**src/rtl/dmem_pkg.sv**
```systemverilog
// Shared types and helpers for the data-memory access path: state encoding,
// byte-mask size constants and the load-extension function.
package dmem_pkg;

    typedef enum logic [1:0] {
        IDLE   = 2'd0,
        REQ    = 2'd1,
        WAIT_R = 2'd2,
        DONE   = 2'd3
    } state_t;

    localparam logic [3:0] SIZE_B = 4'b0001;
    localparam logic [3:0] SIZE_H = 4'b0011;
    localparam logic [3:0] SIZE_W = 4'b1111;

    // Kept free of unit state so a future DMA read path can reuse it.
    function automatic logic [31:0] load_extend(input logic [31:0] rdata,
                                                input logic [1:0]  off,
                                                input logic [3:0]  size,
                                                input logic        uns);
        logic [31:0] s;
        s = rdata >> {off, 3'b000};
        case (size)
            SIZE_B:  load_extend = {{24{~uns & s[7]}}, s[7:0]};
            SIZE_H:  load_extend = {{16{~uns & s[15]}}, s[15:0]};
            default: load_extend = s;
        endcase
    endfunction

    function automatic logic is_misaligned(input logic [3:0] size,
                                           input logic [1:0] off);
        return ((size == SIZE_H) && off[0]) || ((size == SIZE_W) && (off != 2'b00));
    endfunction

endpackage

```
**src/rtl/dmem_if.sv**
```systemverilog
// DMEM bus: word-aligned request with req/gnt handshake and rvalid read return.
interface dmem_if #(
    parameter int ADDR_W = 32,
    parameter int DATA_W = 32
);
    logic              req;
    logic              we;
    logic [3:0]        be;
    logic [ADDR_W-1:0] addr;
    logic [DATA_W-1:0] wdata;
    logic              gnt;
    logic              rvalid;
    logic [DATA_W-1:0] rdata;

    modport master (output req, we, be, addr, wdata, input gnt, rvalid, rdata);
    modport slave  (input req, we, be, addr, wdata, output gnt, rvalid, rdata);
endinterface

```
**src/rtl/dmem_load_align.sv**
```systemverilog
// Combinational lane shift, mask and sign/zero extension of a returned read word.
module dmem_load_align
    import dmem_pkg::*;
(
    input  logic [31:0] rdata,
    input  logic [1:0]  off,
    input  logic [3:0]  size,
    input  logic        uns,
    output logic [31:0] data
);
    assign data = load_extend(rdata, off, size, uns);
endmodule

```
**src/rtl/dmem_access_unit.sv**
```systemverilog
// Load/store responder: one DMEM transaction at a time, stalls the pipeline meanwhile.
// Optional misaligned-access trap enabled by defining DMEM_MISALIGN_TRAP_EN.
module dmem_access_unit
    import dmem_pkg::*;
#(
    parameter int ADDR_W = 32,
    parameter int DATA_W = 32
) (
    input  logic              i_clk,
    input  logic              i_reset,
    input  logic              i_mem_read,
    input  logic              i_mem_write,
    input  logic [3:0]        i_d_size,
    input  logic              i_d_unsigned,
    input  logic [ADDR_W-1:0] i_addr,
    input  logic [DATA_W-1:0] i_wdata,
    output logic              o_stall,
    output logic              o_done,
    output logic [DATA_W-1:0] o_load_data,
    output logic              o_misaligned,
    dmem_if.master            bus
);
    state_t            state;
    logic              req_q, we_q, uns_q, done_q;
    logic [3:0]        be_q, size_q;
    logic [1:0]        off_q;
    logic [ADDR_W-1:0] addr_q;
    logic [DATA_W-1:0] wdata_q, load_q;
    logic [31:0]       aligned;
    logic              valid_req, trap;

    assign valid_req = (i_mem_read | i_mem_write) && (i_d_size != 4'b0000);

`ifdef DMEM_MISALIGN_TRAP_EN
    logic mis_q;
    assign trap         = valid_req && is_misaligned(i_d_size, i_addr[1:0]);
    assign o_misaligned = mis_q;
`else
    assign trap         = 1'b0;
    assign o_misaligned = 1'b0;
`endif

    assign o_stall = (state == REQ) || (state == WAIT_R) ||
                     ((state == IDLE) && valid_req && !trap);

    dmem_load_align u_align (
        .rdata (bus.rdata),
        .off   (off_q),
        .size  (size_q),
        .uns   (uns_q),
        .data  (aligned)
    );

    always_ff @(posedge i_clk or posedge i_reset) begin
        if (i_reset) begin
            state   <= IDLE;
            req_q   <= 1'b0;
            we_q    <= 1'b0;
            uns_q   <= 1'b0;
            done_q  <= 1'b0;
            be_q    <= '0;
            size_q  <= '0;
            off_q   <= '0;
            addr_q  <= '0;
            wdata_q <= '0;
            load_q  <= '0;
`ifdef DMEM_MISALIGN_TRAP_EN
            mis_q   <= 1'b0;
`endif
        end else begin
            done_q <= 1'b0;
`ifdef DMEM_MISALIGN_TRAP_EN
            mis_q  <= trap && (state == IDLE);
`endif
            case (state)
                IDLE: begin
                    if (valid_req && !trap) begin
                        // Read wins when both strobes are (illegally) high.
                        we_q    <= i_mem_write & ~i_mem_read;
                        size_q  <= i_d_size;
                        uns_q   <= i_d_unsigned;
                        off_q   <= i_addr[1:0];
                        addr_q  <= {i_addr[ADDR_W-1:2], 2'b00};
                        be_q    <= i_d_size << i_addr[1:0];
                        wdata_q <= i_wdata << {i_addr[1:0], 3'b000};
                        req_q   <= 1'b1;
                        state   <= REQ;
                    end
                end
                REQ: begin
                    if (bus.gnt) begin
                        req_q <= 1'b0;
                        if (we_q) begin
                            load_q <= '0;
                            done_q <= 1'b1;
                            state  <= DONE;
                        end else begin
                            state  <= WAIT_R;
                        end
                    end
                end
                WAIT_R: begin
                    if (bus.rvalid) begin
                        load_q <= aligned;
                        done_q <= 1'b1;
                        state  <= DONE;
                    end
                end
                DONE: begin
                    load_q <= '0;
                    state  <= IDLE;
                end
                default: state <= IDLE;
            endcase
        end
    end

    assign bus.req     = req_q;
    assign bus.we      = we_q;
    assign bus.be      = be_q;
    assign bus.addr    = addr_q;
    assign bus.wdata   = wdata_q;
    assign o_done      = done_q;
    assign o_load_data = load_q;

endmodule

```
**src/flat_wrapper.sv**
```systemverilog
// flat-port wrapper written by rule: the top's interface ports become plain ports
module dmem_access_unit_flat import dmem_pkg::*;
#(
    parameter int ADDR_W = 32,
    parameter int DATA_W = 32
)
  (i_clk, i_reset, i_mem_read, i_mem_write, i_d_size, i_d_unsigned, i_addr, i_wdata, o_stall, o_done, o_load_data, o_misaligned, bus_req, bus_we, bus_be, bus_addr, bus_wdata, bus_gnt, bus_rvalid, bus_rdata);
  dmem_if #(.ADDR_W(ADDR_W), .DATA_W(DATA_W)) bus_i ();
  input  logic i_clk;
  input  logic i_reset;
  input  logic i_mem_read;
  input  logic i_mem_write;
  input  logic [3:0] i_d_size;
  input  logic i_d_unsigned;
  input  logic [ADDR_W-1:0] i_addr;
  input  logic [DATA_W-1:0] i_wdata;
  output logic o_stall;
  output logic o_done;
  output logic [DATA_W-1:0] o_load_data;
  output logic o_misaligned;
  output wire logic [$bits(bus_i.req)-1:0] bus_req;
  output wire logic [$bits(bus_i.we)-1:0] bus_we;
  output wire logic [$bits(bus_i.be)-1:0] bus_be;
  output wire logic [$bits(bus_i.addr)-1:0] bus_addr;
  output wire logic [$bits(bus_i.wdata)-1:0] bus_wdata;
  input wire logic [$bits(bus_i.gnt)-1:0] bus_gnt;
  input wire logic [$bits(bus_i.rvalid)-1:0] bus_rvalid;
  input wire logic [$bits(bus_i.rdata)-1:0] bus_rdata;
  assign bus_req = bus_i.req;
  assign bus_we = bus_i.we;
  assign bus_be = bus_i.be;
  assign bus_addr = bus_i.addr;
  assign bus_wdata = bus_i.wdata;
  assign bus_i.gnt = bus_gnt;
  assign bus_i.rvalid = bus_rvalid;
  assign bus_i.rdata = bus_rdata;
  dmem_access_unit #(.ADDR_W(ADDR_W), .DATA_W(DATA_W)) u_core (.i_clk(i_clk), .i_reset(i_reset), .i_mem_read(i_mem_read), .i_mem_write(i_mem_write), .i_d_size(i_d_size), .i_d_unsigned(i_d_unsigned), .i_addr(i_addr), .i_wdata(i_wdata), .o_stall(o_stall), .o_done(o_done), .o_load_data(o_load_data), .o_misaligned(o_misaligned), .bus(bus_i));
endmodule
```
**config.mk**
```make
export PLATFORM = sky130hd
export DESIGN_NAME = dmem_access_unit_flat
export DESIGN_NICKNAME = d
export VERILOG_FILES = /design/src/rtl/dmem_pkg.sv /design/src/rtl/dmem_if.sv /design/src/rtl/dmem_load_align.sv /design/src/rtl/dmem_access_unit.sv /design/src/flat_wrapper.sv
export SDC_FILE = /design/constraint.sdc
export NUM_CORES = 1
export LEC_CHECK = 0
export ABC_AREA = 1
export BUFFER_PORTS_ARGS = -buffer_cell sky130_fd_sc_hd__buf_2
export CELL_PAD_IN_SITES_DETAIL_PLACEMENT = 0
export CELL_PAD_IN_SITES_GLOBAL_PLACEMENT = 1
export CORE_AREA = 3 3 127 129
export CTS_BUF_LIST = sky130_fd_sc_hd__clkbuf_8
export CTS_CLUSTER_SIZE = 25
export DETAILED_ROUTE_END_ITERATION = 8
export DIE_AREA = 0 0 130 132
export PLACE_DENSITY_LB_ADDON = 0.1
export SYNTH_ARGS = -nofsm -noshare
export SYNTH_HDL_FRONTEND = slang
export SYNTH_HIERARCHICAL = 1
export SYNTH_SLANG_ARGS = --single-unit
```
**constraint.sdc**
```tcl
create_clock -name i_clk -period 7.6 [get_ports i_clk]
set_input_delay 1.14 -clock i_clk [delete_from_list [all_inputs] [get_ports i_clk]]
set_output_delay 1.14 -clock i_clk [all_outputs]
set_load 0.01 [all_outputs]
```
==> results.json, run 1 <==
{
  "outcome": "completed",
  "timing.final.ws_setup_ns": 4.59,
  "track_usage_pct": 20.3,
  "hpwl_um": 12500,
  "grt_pass1_wl_um": 27800,
  "drtAntennaViolNets": 0,
  "nNetsFinal": 1086,
  "fp.dieW_um": 130,
  "first_pass_iters": 4,
  "cts-root-buf": "clkbuf_8",
  "yosys_register_bits": 110,
  "detail_route.wl_per_cell_um": 14.8,
  "tightest_slew_ns": 0.908,
  "swShare_pct": 46.9,
  "grt_pass1_vias": 5487,
  "hold_violations": 0,
  "slew_viol_final": 0,
  "p_leak_nw": 4.24,
  "fp.coreArea_um2": 15100,
  "dpl_worst_slack_ns": 4.57,
  "fp.dieH_um": 132,
  "crit_fanout": 4,
  "synth_area_per_cell_um2": 7.26,
  "cp.required_ns": 6.46,
  "vias_per_cell": 4.83,
  "utilization_pct": 46.2,
  "rows": 45,
  "synthTopCellsByArea": "dfrtp_1, nand2_1, nand3_1",
  "syn_inst": 802,
  "synth_edf_count": 0,
  "pin_count": 212,
  "cp.arrival_ns": 1.87,
  "whs_ns": 0.483,
  "fmax_ghz": 0.332,
  "ys.flop_type": "dfrtp_1",
  "yosysWarnings": 6,
  "synth.most_common_cell": "nand2_1",
  "grt_max_degree": 81,
  "cp-end-kind": "output pin",
  "post-place-cells": 1152,
  "p_int_mw": 1.44,
  "cap_violations": 0,
  "initial_utilization_pct": 38.5,
  "drtIter0Drc": 373,
  "fill_cells": 1646,
  "drive_gt1_share_pct": 25.2,
  "cts_buffers": 9,
  "ys_top_cells_by_count": "nand2_1, dfrtp_1, nand3_1",
  "num_vias": 5636,
  "ys_types": 33,
  "vdd_drop_max_v": 0.000155,
  "io_buffer_count": 208,
  "async_reset_ff_share_pct": 100,
  "die-area_um2": 17200,
  "clock_sinks": 110,
  "cts.path.max_buffers": 2,
  "synth_area_leader_cell": "dfrtp_1",
  "antenna_found_initial": 2,
  "seqPwrFrac_pct": 37.5,
  "slew_headroom_pct": 39.5,
  "hp-class": "reg2reg",
  "rsz0062_at_grt": "false",
  "areaGrowthSynthToFinish_pct": 20.2,
  "netlist.area_leader.share_pct": 47.3,
  "period_share_pct": 39.6,
  "power.switching_mw": 1.28,
  "htreeDepth": 3,
  "cts_setup_buffers": 0,
  "antenna-diode-count": 0,
  "clkTransAtPathRegs_ns": 0.11,
  "finClkSkew_ns": 0.00914,
  "routed_wl_um": 17300,
  "critical_path_class": "in2out",
  "cts_resized": 0,
  "fin_cells": 1168,
  "power_frac_comb_pct": 49.5,
  "powerDensity_nw_per_um2": 388,
  "setup.worst_path.start_class": "primary input",
  "grt_overflow": 0,
  "setup_viol": 0,
  "seq_area_frac_synth_pct": 47.3,
  "cts_tree": "built",
  "ctsHoldBuffers": 0,
  "clk_latency_ns": 0.40,
  "setup_tns_ns": 0,
  "route.detailed.drc": 0,
  "period_needed_ns": 3.01,
  "routabilityCongestion": 0.869,
  "clkPwrFrac_pct": 13.0,
  "synth_area_um2": 5820
}
[flip-flops by register name, indices dropped and copies added (netlist names)]
name and count:
u_core/off_q 2, u_core/state 2, u_core/bus.we 1, u_core/uns_q 1, u_core/o_done 1, u_core/bus.req 1
u_core/o_load_data 32, u_core/bus.be 4, u_core/size_q 4, u_core/bus.addr 30, u_core/bus.wdata 32
[worst max-delay path: stages]
cell and delay, ns:
buf_2 0.12, nor2_1 0.10, nand2_1 0.18, nand3_4 0.13, nand2_1 0.06, buf_2 0.13
[cells in the final DEF (no fill, tap or decap), types with 3 or more instances in the layout]
master and instances:
buf_4 3, dfrtp_1 110, o21ai_1 15, ha_1 4
nand3_1 64, inv_2 4, nor3_1 8, a21oi_1 23
o21ai_0 16, inv_4 3, buf_2 208, inv_1 31
nand2_1 419, clkbuf_8 9, conb_1 3, nor2_1 25
o211ai_1 9
[metal layers]
layer	wire length [um]	GRT usage, %	vias up	share of wire (%)
met5	21	0	-	0.12
met4	244	4.91	4	1.4
met3	1200	5.55	23	6.9
met2	8470	33.2	163	49
met1	7360	26.6	2601	43
li1	-	-	2845	-
[logic make-up after synthesis]
family | count (synthesis) | share of synthesized area [%]
AOI/OAI and AO/OA | 67 | 6.36
adders and majority gates | 4 | 0.859
and+or+nand+nor | 530 | 37.1
other | 1 | 0.0644
buffers and inverters | 90 | 8.40
DFF | 110 | 47.3
[path summary, 6_finish.rpt]
path	from	end	slack, ns	cells after the start
min	u_core/o_load_data[28]	u_core/o_load_data[28]	0.48	2
min reg2reg	u_core/o_load_data[28]	u_core/o_load_data[28]	0.48	2
max in group asynchronous	i_reset	u_core/off_q[0]	5.55	3
min in group asynchronous	i_reset	u_core/bus.addr[25]	0.78	2
max reg2reg	u_core/state[0]	u_core/o_load_data[22]	5.20	7
max	i_d_size[1]	o_stall	4.59	6
[power by group through the flow]
| stage | clock network [mW] | logic, mW | registers [mW] |
|---|---|---|---|
| 6_report | 0.354 | 1.35 | 1.02 |
| 5_1_grt | 0.390 | 1.53 | 1.06 |
| 4_1_cts | 0.368 | 1.37 | 1.02 |
| 3_5_place_dp | 0 | 1.37 | 1.03 |
| 3_3_place_gp | 0 | 1.36 | 1.03 |
| 2_1_floorplan | 0 | 0.870 | 1.11 |
[cell type report]
type | instances | area, um2 | share of cell area (%)
timing repair buffer | 211 | 1060 | 15.2
inverter | 39 | 154 | 2.20
multi-input combinational | 604 | 2600 | 37.2
clock buffer | 9 | 124 | 1.77
sequential | 110 | 2750 | 39.3
clock inverter | 7 | 71.3 | 1.02
tap | 188 | 235 | 3.36
[metrics by stage]
step	power (mW)	instance area [um2]
global placement	2.40	6810
detailed placement	2.40	6810
floorplan	1.98	5830
CTS	2.77	7000
finish	2.72	7000
global route	2.98	7000
Power figures use the tool's default switching activity.
==> run 2, diff against run 1 <==
--- a/config.mk
+++ b/config.mk
@@ -9,11 +9,11 @@
 export BUFFER_PORTS_ARGS = -buffer_cell sky130_fd_sc_hd__buf_2
 export CELL_PAD_IN_SITES_DETAIL_PLACEMENT = 0
 export CELL_PAD_IN_SITES_GLOBAL_PLACEMENT = 1
-export CORE_AREA = 3 3 127 129
+export CORE_AREA = 3 3 139 141
 export CTS_BUF_LIST = sky130_fd_sc_hd__clkbuf_8
 export CTS_CLUSTER_SIZE = 25
 export DETAILED_ROUTE_END_ITERATION = 8
-export DIE_AREA = 0 0 130 132
+export DIE_AREA = 0 0 142 144
 export PLACE_DENSITY_LB_ADDON = 0.1
 export SYNTH_ARGS = -nofsm -noshare
 export SYNTH_HDL_FRONTEND = slang
==> constraint.sdc (replaced) <==
create_clock -name i_clk -period 2.6 [get_ports i_clk]
set_input_delay 0.39 -clock i_clk [delete_from_list [all_inputs] [get_ports i_clk]]
set_output_delay 0.39 -clock i_clk [all_outputs]
set_load 0.01 [all_outputs]
==> results.json, run 2 (synthesis gave the netlist of run 1 again) <==
{
  "outcome": "completed",
  "clk_latency_ns": 0.39,
  "setup_tns_ns": 0,
  "slew_viol_final": 0,
  "io_buffer_count": 208,
  "layout_common_cells": "nand2_1, buf_2, dfrtp_1",
  "fp.dieW_um": 142,
  "nNetsFinal": 1093,
  "cts.path.max_buffers": 2,
  "p_leak_nw": 4.29,
  "vias_per_cell": 4.60,
  "layout_commonest_cell": "nand2_1",
  "num_vias": 5590,
  "period_needed_ns": 2.09,
  "crit_fanout": 15,
  "die-area_um2": 20400,
  "tightest_slew_ns": 0.689,
  "cp_slowest_cell": "dfrtp_1",
  "vdd_drop_max_v": 0.000433,
  "cp.arrival_ns": 1.70,
  "cts_setup_buffers": 0,
  "period_share_pct": 80.5,
  "cts-root-buf": "clkbuf_8",
  "clock_sinks": 110,
  "grt_pass1_vias": 5524,
  "first_pass_iters": 4,
  "htreeDepth": 3,
  "cp.required_ns": 2.21,
  "antenna-diode-count": 0,
  "slew_headroom_pct": 54.0,
  "setup.worst_path.start_class": "flop",
  "hold_violations": 0,
  "critical_path_class": "reg2out",
  "rsz0062_at_grt": "false",
  "critPathTopFamily": "flip-flops",
  "grt_max_degree": 53,
  "clkTransAtPathRegs_ns": 0.12,
  "powerDensity_nw_per_um2": 1130,
  "startpoint": "u_core/state[0]",
  "hpwl_um": 13200,
  "drtIter0Drc": 353,
  "hp-class": "in2async",
  "fp.dieH_um": 144,
  "cp-end-kind": "output pin",
  "reg2reg_to": "u_core/uns_q",
  "grt_pass1_wl_um": 28900,
  "utilization_pct": 39.5,
  "grt_overflow": 0,
  "pin_count": 212,
  "finClkSkew_ns": 0.0162,
  "reg2regPathDepth": 6,
  "fp.coreArea_um2": 18100,
  "track_usage_pct": 17.8,
  "r2r_slack_ns": 0.68,
  "routabilityCongestion": 0.823,
  "drive_gt1_share_pct": 25.7,
  "slowest_delay_ns": 0.43,
  "antenna_found_initial": 4,
  "areaGrowthSynthToFinish_pct": 22.5,
  "cap_violations": 0,
  "cts_tree": "built",
  "cts_buffers": 9,
  "ctsHoldBuffers": 0,
  "routed_wl_um": 18300,
  "drtAntennaViolNets": 0,
  "initial_utilization_pct": 32.2,
  "fill_cells": 2001,
  "setup_viol": 0,
  "rows": 49,
  "r2r-start": "u_core/state[0]",
  "cts_resized": 0,
  "detail_route.wl_per_cell_um": 15.1,
  "cp_cell_sequence": "inv_1 -> ha_1 -> nand3_4 -> nand2_1 -> buf_2",
  "critPathBufInv": 2,
  "fmax_ghz": 0.478,
  "route.detailed.drc": 0
}
==> run 2: changes by cell type in the layout (fill, tap and decap cells not counted) <==
cell      change
inv_4         -1
inv_8         +1
clkinv_4      -1
buf_12        +2
buf_4         +5
inv_6         +1
==> run 2: how the worst max path moves through the flow <==
stage	end	slack [ns]	cells after the start
final	o_stall	0.51	5
after detailed placement	u_core/bus.wdata[22]	0.68	6
after floorplan	u_core/bus.addr[10]	0.88	1
after CTS	o_stall	0.45	5
after global placement	u_core/bus.wdata[22]	0.70	6
after global routing	o_stall	0.37	5
==> run 2: per-layer routing <==
metal | vias to the layer above | wire, um | track usage (%)
li1 | 2854 | - | -
met1 | 2580 | 8180 | 23.2
met2 | 131 | 8780 | 29.3
met3 | 17 | 1140 | 5.29
met4 | 8 | 166 | 3.84
met5 | - | 37 | 0
==> run 2: where the power goes <==
| group | internal, mW | switching (mW) | leakage (nW) | total, mW |
|---|---|---|---|---|
| clock | 0.381 | 0.684 | 0.102 | 1.06 |
| combinational | 1.42 | 2.63 | 2.76 | 4.06 |
| sequential | 2.47 | 0.465 | 1.43 | 2.94 |
| total | 4.28 | 3.78 | 4.29 | 8.06 |
==> run 2: stage by stage <==
stage / setup slack (ns) / cells / cell area [um2] / hold slack [ns] / power [mW]
after floorplan: 0.881 / 804 / 5840 / 0.454 / 5.78
after global placement: 0.700 / 1200 / 6940 / 0.459 / 7.13
after detailed placement: 0.679 / 1200 / 6940 / 0.460 / 7.13
after CTS: 0.452 / 1216 / 7140 / 0.0789 / 8.24
after global routing: 0.369 / 1216 / 7140 / 0.112 / 8.84
final: 0.507 / 1216 / 7140 / 0.0834 / 8.06
==> run 2: area by class of cell <==
cell class                 count  area [um2]  share of cell area, %
clock buffer                   9         124                   1.74
clock inverter                 7        75.1                   1.05
inverter                      39         155                   2.17
multi-input combinational    604        2600                   36.5
sequential                   110        2750                   38.6
tap                          229         287                   4.01
timing repair buffer         218        1140                   16.0
